File: src/rtl/pc_sequencer_if.sv
// pc_sequencer_if: decode-side bus of the program-counter unit.
// master drives op/control/table writes, slave returns pc and status.
interface pc_sequencer_if #(
   parameter int D     = 12,
   parameter int SW    = 4,
   parameter int IMM_W = 4
);
   logic             start;
   logic             stall;
   logic [2:0]       op;
   logic             cond;
   logic [SW-1:0]    sel;
   logic [IMM_W-1:0] imm;
   logic             lut_we;
   logic [SW-1:0]    lut_waddr;
   logic [D-1:0]     lut_wdata;
   logic [D-1:0]     pc;
   logic             running;
   logic             done;
   logic             stack_ovf;
   logic             stack_udf;

   modport master (
      output start, stall, op, cond, sel, imm,
      output lut_we, lut_waddr, lut_wdata,
      input  pc, running, done, stack_ovf, stack_udf
   );

   modport slave (
      input  start, stall, op, cond, sel, imm,
      input  lut_we, lut_waddr, lut_wdata,
      output pc, running, done, stack_ovf, stack_udf
   );
endinterface

File: src/rtl/pc_sequencer.sv
// pc_sequencer: registered PC with signed jump table, relative/table/
// absolute branches, run/done FSM and a return-address stack.
// Ports: Clk; Reset (sync, active-low); bus (pc_sequencer_if.slave):
//   in  start stall op cond sel imm lut_we lut_waddr lut_wdata
//   out pc running done stack_ovf stack_udf
// Macro PC_RAS_EN builds the stack; without it CALL is a relative
// jump, RET is SEQ and both stack flags read 0.
module pc_sequencer #(
   parameter int D           = 12,
   parameter int LUT_ENTRIES = 16,
   parameter int IMM_W       = 4,
   parameter int STACK_DEPTH = 4
) (
   input logic           Clk,
   input logic           Reset,
   pc_sequencer_if.slave bus
);
   localparam int SW = $clog2(LUT_ENTRIES);

   localparam logic [2:0] OP_SEQ  = 3'b000;
   localparam logic [2:0] OP_BRI  = 3'b001;
   localparam logic [2:0] OP_BRL  = 3'b010;
   localparam logic [2:0] OP_JMPA = 3'b011;
   localparam logic [2:0] OP_CALL = 3'b100;
   localparam logic [2:0] OP_RET  = 3'b101;
   localparam logic [2:0] OP_HALT = 3'b110;

   localparam logic [D-1:0] ONE = {{(D-1){1'b0}}, 1'b1};

   if (STACK_DEPTH < 1) begin : g_depth_chk
      $error("pc_sequencer: STACK_DEPTH must be >= 1");
   end

   typedef enum logic [1:0] {
      IDLE = 2'd0,
      RUN  = 2'd1,
      DONE = 2'd2
   } state_t;

   state_t       state_q;
   logic [D-1:0] pc_q;
   logic         running_q;
   logic         done_q;
   logic [D-1:0] lut [LUT_ENTRIES];

   logic [SW-1:0] rd_idx;
   logic [D-1:0]  lut_rd;
   logic [D-1:0]  pc_inc;
   logic [D-1:0]  imm_ext;
   logic [D-1:0]  pc_nxt;

   // Read sees the array before this edge's write: same-index
   // write/read returns the old entry.
   assign rd_idx  = bus.sel;
   assign lut_rd  = lut[rd_idx];
   assign pc_inc  = pc_q + ONE;
   assign imm_ext = {{(D-IMM_W){bus.imm[IMM_W-1]}}, bus.imm};

`ifdef PC_RAS_EN
   localparam int SPW = $clog2(STACK_DEPTH + 1);
   localparam int SIW = (STACK_DEPTH > 1) ? $clog2(STACK_DEPTH) : 1;

   logic [D-1:0]   stk [STACK_DEPTH];
   logic [SPW-1:0] sp_q;
   logic           ovf_q;
   logic           udf_q;
   logic           stk_full;
   logic           stk_empty;
   logic [SIW-1:0] push_idx;
   logic [SIW-1:0] pop_idx;

   assign stk_full  = (sp_q == SPW'(STACK_DEPTH));
   assign stk_empty = (sp_q == '0);
   assign push_idx  = SIW'(sp_q);
   assign pop_idx   = SIW'(sp_q - 1'b1);
`endif

   always_comb begin
      pc_nxt = pc_inc;
      case (bus.op)
         OP_BRI:  if (bus.cond) pc_nxt = pc_q + imm_ext;
         OP_BRL:  if (bus.cond) pc_nxt = pc_q + lut_rd;
         OP_JMPA: pc_nxt = lut_rd;
         OP_CALL: pc_nxt = pc_q + lut_rd;
`ifdef PC_RAS_EN
         // Underflowing RET falls through to pc+1.
         OP_RET:  if (!stk_empty) pc_nxt = stk[pop_idx];
`endif
         OP_HALT: pc_nxt = pc_q;
         default: pc_nxt = pc_inc;
      endcase
   end

   always_ff @(posedge Clk) begin
      if (!Reset) begin
         state_q   <= IDLE;
         pc_q      <= '0;
         running_q <= 1'b0;
         done_q    <= 1'b0;
         for (int i = 0; i < LUT_ENTRIES; i++) lut[i] <= '0;
`ifdef PC_RAS_EN
         sp_q  <= '0;
         ovf_q <= 1'b0;
         udf_q <= 1'b0;
`endif
      end else begin
         // Table writes land in every state, stall included.
         if (bus.lut_we) lut[bus.lut_waddr] <= bus.lut_wdata;
         unique case (state_q)
            IDLE: begin
               if (bus.start) begin
                  state_q   <= RUN;
                  running_q <= 1'b1;
               end
            end
            RUN: begin
               if (!bus.stall) begin
                  pc_q <= pc_nxt;
                  if (bus.op == OP_HALT) begin
                     state_q   <= DONE;
                     running_q <= 1'b0;
                     done_q    <= 1'b1;
                  end
`ifdef PC_RAS_EN
                  // Overflowing CALL still jumps; only the push is lost.
                  if (bus.op == OP_CALL) begin
                     if (stk_full) begin
                        ovf_q <= 1'b1;
                     end else begin
                        stk[push_idx] <= pc_inc;
                        sp_q          <= sp_q + 1'b1;
                     end
                  end
                  if (bus.op == OP_RET) begin
                     if (stk_empty) udf_q <= 1'b1;
                     else           sp_q  <= sp_q - 1'b1;
                  end
`endif
               end
            end
            DONE: begin
               if (bus.start) begin
                  state_q   <= RUN;
                  running_q <= 1'b1;
                  done_q    <= 1'b0;
                  pc_q      <= '0;
`ifdef PC_RAS_EN
                  sp_q  <= '0;
                  ovf_q <= 1'b0;
                  udf_q <= 1'b0;
`endif
               end
            end
            default: begin
               state_q   <= IDLE;
               running_q <= 1'b0;
               done_q    <= 1'b0;
            end
         endcase
      end
   end

   assign bus.pc      = pc_q;
   assign bus.running = running_q;
   assign bus.done    = done_q;
`ifdef PC_RAS_EN
   assign bus.stack_ovf = ovf_q;
   assign bus.stack_udf = udf_q;
`else
   assign bus.stack_ovf = 1'b0;
   assign bus.stack_udf = 1'b0;
`endif
endmodule

File: src/flat_wrapper.sv
// flat-port wrapper written by rule: the top's interface ports become plain ports
module pc_sequencer_flat 
#(
   parameter int D           = 12,
   parameter int LUT_ENTRIES = 16,
   parameter int IMM_W       = 4,
   parameter int STACK_DEPTH = 4
)
  (Clk, Reset, bus_start, bus_stall, bus_op, bus_cond, bus_sel, bus_imm, bus_lut_we, bus_lut_waddr, bus_lut_wdata, bus_pc, bus_running, bus_done, bus_stack_ovf, bus_stack_udf);
  pc_sequencer_if #(.D(D), .SW(4), .IMM_W(IMM_W)) bus_i ();
  input logic Clk;
  input logic Reset;
  input wire logic [$bits(bus_i.start)-1:0] bus_start;
  input wire logic [$bits(bus_i.stall)-1:0] bus_stall;
  input wire logic [$bits(bus_i.op)-1:0] bus_op;
  input wire logic [$bits(bus_i.cond)-1:0] bus_cond;
  input wire logic [$bits(bus_i.sel)-1:0] bus_sel;
  input wire logic [$bits(bus_i.imm)-1:0] bus_imm;
  input wire logic [$bits(bus_i.lut_we)-1:0] bus_lut_we;
  input wire logic [$bits(bus_i.lut_waddr)-1:0] bus_lut_waddr;
  input wire logic [$bits(bus_i.lut_wdata)-1:0] bus_lut_wdata;
  output wire logic [$bits(bus_i.pc)-1:0] bus_pc;
  output wire logic [$bits(bus_i.running)-1:0] bus_running;
  output wire logic [$bits(bus_i.done)-1:0] bus_done;
  output wire logic [$bits(bus_i.stack_ovf)-1:0] bus_stack_ovf;
  output wire logic [$bits(bus_i.stack_udf)-1:0] bus_stack_udf;
  assign bus_i.start = bus_start;
  assign bus_i.stall = bus_stall;
  assign bus_i.op = bus_op;
  assign bus_i.cond = bus_cond;
  assign bus_i.sel = bus_sel;
  assign bus_i.imm = bus_imm;
  assign bus_i.lut_we = bus_lut_we;
  assign bus_i.lut_waddr = bus_lut_waddr;
  assign bus_i.lut_wdata = bus_lut_wdata;
  assign bus_pc = bus_i.pc;
  assign bus_running = bus_i.running;
  assign bus_done = bus_i.done;
  assign bus_stack_ovf = bus_i.stack_ovf;
  assign bus_stack_udf = bus_i.stack_udf;
  pc_sequencer #(.D(D), .LUT_ENTRIES(LUT_ENTRIES), .IMM_W(IMM_W), .STACK_DEPTH(STACK_DEPTH)) u_core (.Clk(Clk), .Reset(Reset), .bus(bus_i));
endmodule
File: config.mk
export PLATFORM = sky130hd
export DESIGN_NAME = pc_sequencer_flat
export DESIGN_NICKNAME = d
export VERILOG_FILES = /design/src/rtl/pc_sequencer_if.sv /design/src/rtl/pc_sequencer.sv /design/src/flat_wrapper.sv
export SDC_FILE = /design/constraint.sdc
export NUM_CORES = 1
export LEC_CHECK = 0
export CAP_MARGIN = 30
export CORE_MARGIN = 4
export CORE_UTILIZATION = 55
export DETAILED_ROUTE_END_ITERATION = 8
export PLACE_DENSITY = 0.76
export SYNTH_ARGS = -nofsm -noshare
export SYNTH_HDL_FRONTEND = slang
export SYNTH_SLANG_ARGS = --single-unit
File: constraint.sdc
create_clock -name Clk -period 3.5 [get_ports Clk]
set_input_delay 0.525 -clock Clk [delete_from_list [all_inputs] [get_ports Clk]]
set_output_delay 0.525 -clock Clk [all_outputs]
set_load 0.02 [all_outputs]
==> metrics.log <==
[metrics] total power of the final layout: 6.01 mW
[metrics] area of the core region: 19,500 um^2
[metrics] startpoint class of the critical path: primary input
[metrics] number of pins exceeding their max-slew limit in the final report: 0
[metrics] first-pass GRT wire length: ~44,000 um
[metrics] path class of the lowest-slack min-delay path: reg2reg
[metrics] max_slew headroom: 42.3%
[metrics] mean routed wirelength per cell: 23.3 um
[metrics] Worst EP arrival: 3720 ps
[metrics] DPL Wire Length: 19,800 um
[metrics] level count of the clock H-tree: 1
[metrics] Crit Path Category: in2reg
[metrics] routed length on met2: 14,300 um
[metrics] weighted congestion at the end of routability-driven global placement: 0.934
[metrics] primary flip-flop cell chosen by synthesis mapping: sky130_fd_sc_hd__edfxtp_1
[metrics] Layout Cell Area excl Fill: 12,800 um^2
[metrics] Std-Cell Rows: 51
[metrics] fraction of the yosys area taken by sequential cells: 56.0%
[metrics] global route total overflow: 0
[metrics] Worst-Skew Late Latency: approximately 510 ps
[metrics] power per standard cell area: 469 nW/um^2
[metrics] drt first pass iters: 5
[metrics] starting density of the core: approximately 56%
[metrics] Max-Cap Viols: 0
[metrics] cells taking the most area after synthesis: sky130_fd_sc_hd__edfxtp_1, sky130_fd_sc_hd__mux4_2, sky130_fd_sc_hd__and2_1, sky130_fd_sc_hd__dfxtp_1, sky130_fd_sc_hd__ha_1
[metrics] area share of xor/xnor cells in the synthesized design: 1.85%
[metrics] Max Used Layer: met5
[metrics] via count: 7,408
[metrics] Crit. End Element: flip-flop
[metrics] Die Wd: 149 um
[metrics] top cell type by total area after synthesis: sky130_fd_sc_hd__edfxtp_1
[metrics] leakage power summed over all cells: roughly 4.6 nW
[metrics] vertical die dimension: 149 um
[metrics] share of cell area taken by muxes after synthesis: between 10% and 20%
[metrics] unrepaired setup endpoints after global routing: false
[metrics] total number of clock tree sinks: 208
[metrics] average instance area after synthesis: 13.1 um^2
[metrics] number of flops mapped to enable cells by yosys: 192
[metrics] Finish-stage setup viols: 0
[metrics] end of the worst register-to-register path: u_core.bus.pc[8]
[metrics] Cell variety after synth: 59
[metrics] met3 wire length: 2080 um
[metrics] worst setup margin: roughly 190 ps
[metrics] post-synthesis compound-gate area fraction: between 7 and 8%
[metrics] Worst Max-Slew Pin Slew: 862 ps
[metrics] Worst R2R Path Depth: 11
[metrics] largest buffer count on any clock path: 3
[metrics] largest fanout on the critical path: 14
[metrics] number of global-route vias before repair: 7,646
[metrics] met1 layer wirelength in the final routing: 10,400 um
[metrics] Nets: 984
[metrics] critical register-to-register path startpoint: u_core.lut[5][0]
[metrics] Area growth, synth to finish: 18.0%
[metrics] peak ir drop on the vdd network: 0.413 mV
[metrics] Critical Path End: u_core.bus.pc[8]
[metrics] initial antenna violation count: 3
[metrics] leading cell type in the layout, fill and taps excluded: sky130_fd_sc_hd__and2_1
[metrics] fraction of the core area covered by cells at the end of the flow: about two thirds
[metrics] GRT Total Usage: between 20% and 30%
[metrics] Inserted Clock Buffers: 22
[metrics] synthesis warning total: 0
[metrics] period utilisation layout: 94.6%
[metrics] area share of the largest cell type after synthesis: 53.1%
[metrics] maximum number of pins on one net before global-route repair: 24
[metrics] dominant combinational cell family by area after synthesis: simple AND/OR/NAND/NOR gates
[metrics] commonest non-fill, non-tap cells in the layout: sky130_fd_sc_hd__and2_1, sky130_fd_sc_hd__edfxtp_1, sky130_fd_sc_hd__buf_4
[metrics] Routed Wire Length: 28,100 um
[metrics] Post-Route Setup TNS: 0 ps
[metrics] Async SR Flop Fraction: 0%
[metrics] synthesized instance count: 827
[metrics] area of the mapped netlist: around 11,000 um^2
[metrics] Max Clk Rate: 302 MHz
[metrics] r2r setup slk: 190 ps
[metrics] die footprint: 22,100 um^2
[metrics] Critical path origin: bus_sel[0]
[metrics] Post-Route Hold Slack: 465 ps
[metrics] post-synthesis register bit count: 208
[metrics] final number of hold-violating endpoints: 0
[metrics] violation count after the first detailed-routing iteration: 557
[metrics] hold buffer count at cts: 0
[metrics] setup slack at placement: -316 ps
[metrics] filler-free cell count of the finished design: between 1,000 and 1,500
[metrics] port bufs: 46
[metrics] TritonCTS clock tree: done
[metrics] Worst-path clk slew: 60 ps
[metrics] Area after DPL: 12,100 um^2
[metrics] Ports: between 40 and 50
[metrics] number of remaining DRC errors: 0
[metrics] clock tree root driver cell: sky130_fd_sc_hd__clkbuf_16
[metrics] simple-gate portion of the synthesized area: 17.1%
[metrics] arithmetic-cell share of the synthesized area counting full adders, half adders and majority gates: 3.02%
[metrics] ANT nets after route: 0
[metrics] Avg Vias per Cell: between 6 and 7
[metrics] worst clock skew: ~19 ps
[metrics] minimum clock period after layout: 3310 ps
[metrics] data required time of the worst path: 3910 ps
[metrics] result of the run: finished clean
[metrics] instance count after placement with tap cells included: between 1,000 and 1,500
[metrics] share of cells above drive strength 1: between 15 and 20%
critical path, stage by stage:
cell and delay [ps]:
sky130_fd_sc_hd__buf_2 150, sky130_fd_sc_hd__buf_12 180, sky130_fd_sc_hd__mux4_2 530, sky130_fd_sc_hd__mux4_2 520, sky130_fd_sc_hd__ha_1 250, sky130_fd_sc_hd__fa_1 440, sky130_fd_sc_hd__a21o_1 190, sky130_fd_sc_hd__nand2_1 60
sky130_fd_sc_hd__a21boi_0 140, sky130_fd_sc_hd__o22ai_1 240, sky130_fd_sc_hd__xnor2_1 160, sky130_fd_sc_hd__nand2_1 80, sky130_fd_sc_hd__a311oi_1 230
state kept, by name, summed over array words and instances, names as in the netlist:
name,count
u_core.lut,192
u_core.bus.pc,12
u_core.state_q,2
u_core.bus.done,1
u_core.bus.running,1
worst min-delay path by stage:
| stage | from | end | slack (ps) | cells past startpoint |
|---|---|---|---|---|
| floorplan | u_core.state_q[1] | u_core.state_q[1] | 460 | 2 |
| global placement | u_core.bus.done | u_core.bus.done | 450 | 2 |
| detailed placement | u_core.bus.done | u_core.bus.done | 460 | 2 |
| CTS | u_core.bus.done | u_core.bus.done | 470 | 2 |
| global route | u_core.bus.done | u_core.bus.done | 510 | 2 |
| finish | u_core.bus.done | u_core.bus.done | 460 | 2 |
power by group:
part | switching (mW) | internal [mW]
clock | 0.954 | 1.42
combinational | 0.386 | 0.344
sequential | 0.0581 | 2.85
total | 1.40 | 4.62
kinds of logic (layout without fill, tap and decap cells):
logic type,Yosys count,count (layout)
xor+xnor,23,23
mux,64,64
flops,208,208
compound gates,122,122
fa+ha+maj,25,25
simple gates,323,323
buf+inv,61,175
other cells,1,3
Yosys cell counts, types with 2 or more instances:
cell type / instances
sky130_fd_sc_hd__a211oi_1: 10
sky130_fd_sc_hd__a21o_1: 5
sky130_fd_sc_hd__a21oi_1: 27
sky130_fd_sc_hd__a221o_1: 2
sky130_fd_sc_hd__a221oi_1: 6
sky130_fd_sc_hd__a311oi_1: 2
sky130_fd_sc_hd__and2_1: 193
sky130_fd_sc_hd__and3b_1: 2
sky130_fd_sc_hd__buf_2: 7
sky130_fd_sc_hd__buf_4: 3
sky130_fd_sc_hd__buf_6: 3
sky130_fd_sc_hd__clkbuf_1: 40
sky130_fd_sc_hd__dfxtp_1: 16
sky130_fd_sc_hd__edfxtp_1: 192
sky130_fd_sc_hd__fa_1: 2
sky130_fd_sc_hd__ha_1: 23
sky130_fd_sc_hd__inv_1: 6
sky130_fd_sc_hd__mux2i_1: 7
sky130_fd_sc_hd__mux4_2: 56
sky130_fd_sc_hd__nand2_1: 33
sky130_fd_sc_hd__nand2b_1: 13
sky130_fd_sc_hd__nand3_1: 9
sky130_fd_sc_hd__nand3b_1: 4
sky130_fd_sc_hd__nand4_1: 3
sky130_fd_sc_hd__nand4b_1: 3
sky130_fd_sc_hd__nor2_1: 33
sky130_fd_sc_hd__nor2b_1: 7
sky130_fd_sc_hd__nor3_1: 11
sky130_fd_sc_hd__nor4_1: 4
sky130_fd_sc_hd__o211ai_1: 3
sky130_fd_sc_hd__o21a_1: 2
sky130_fd_sc_hd__o21ai_0: 42
sky130_fd_sc_hd__o21bai_1: 2
sky130_fd_sc_hd__o221ai_1: 2
sky130_fd_sc_hd__o22ai_1: 4
sky130_fd_sc_hd__o311ai_0: 2
sky130_fd_sc_hd__or2_2: 2
sky130_fd_sc_hd__or3_1: 4
sky130_fd_sc_hd__xnor2_1: 15
sky130_fd_sc_hd__xor2_1: 8
repair_timing:
action                     in CTS  in global routing
setup buffers                   0                  0
gates resized for setup         0                  1
setup endpoints to repair       0                  1
layout make-up:
type	instances	area [um^2]
fill	1391	6650
sequential	208	6090
multi-input combinational	559	4510
timing repair buffer	128	1130
clock buffer	27	591
tap	265	332
clock inverter	13	143
inverter	7	26.3
antenna	1	2.50
per-layer routing:
metal  global-route usage (%)  vias to the layer above
li1                         -                     3304
met1                     31.3                     3690
met2                     46.0                      335
met3                     4.81                       75
met4                     10.3                        4
met5                        0                        -
Note: power is estimated with default switching activity, not from simulation.
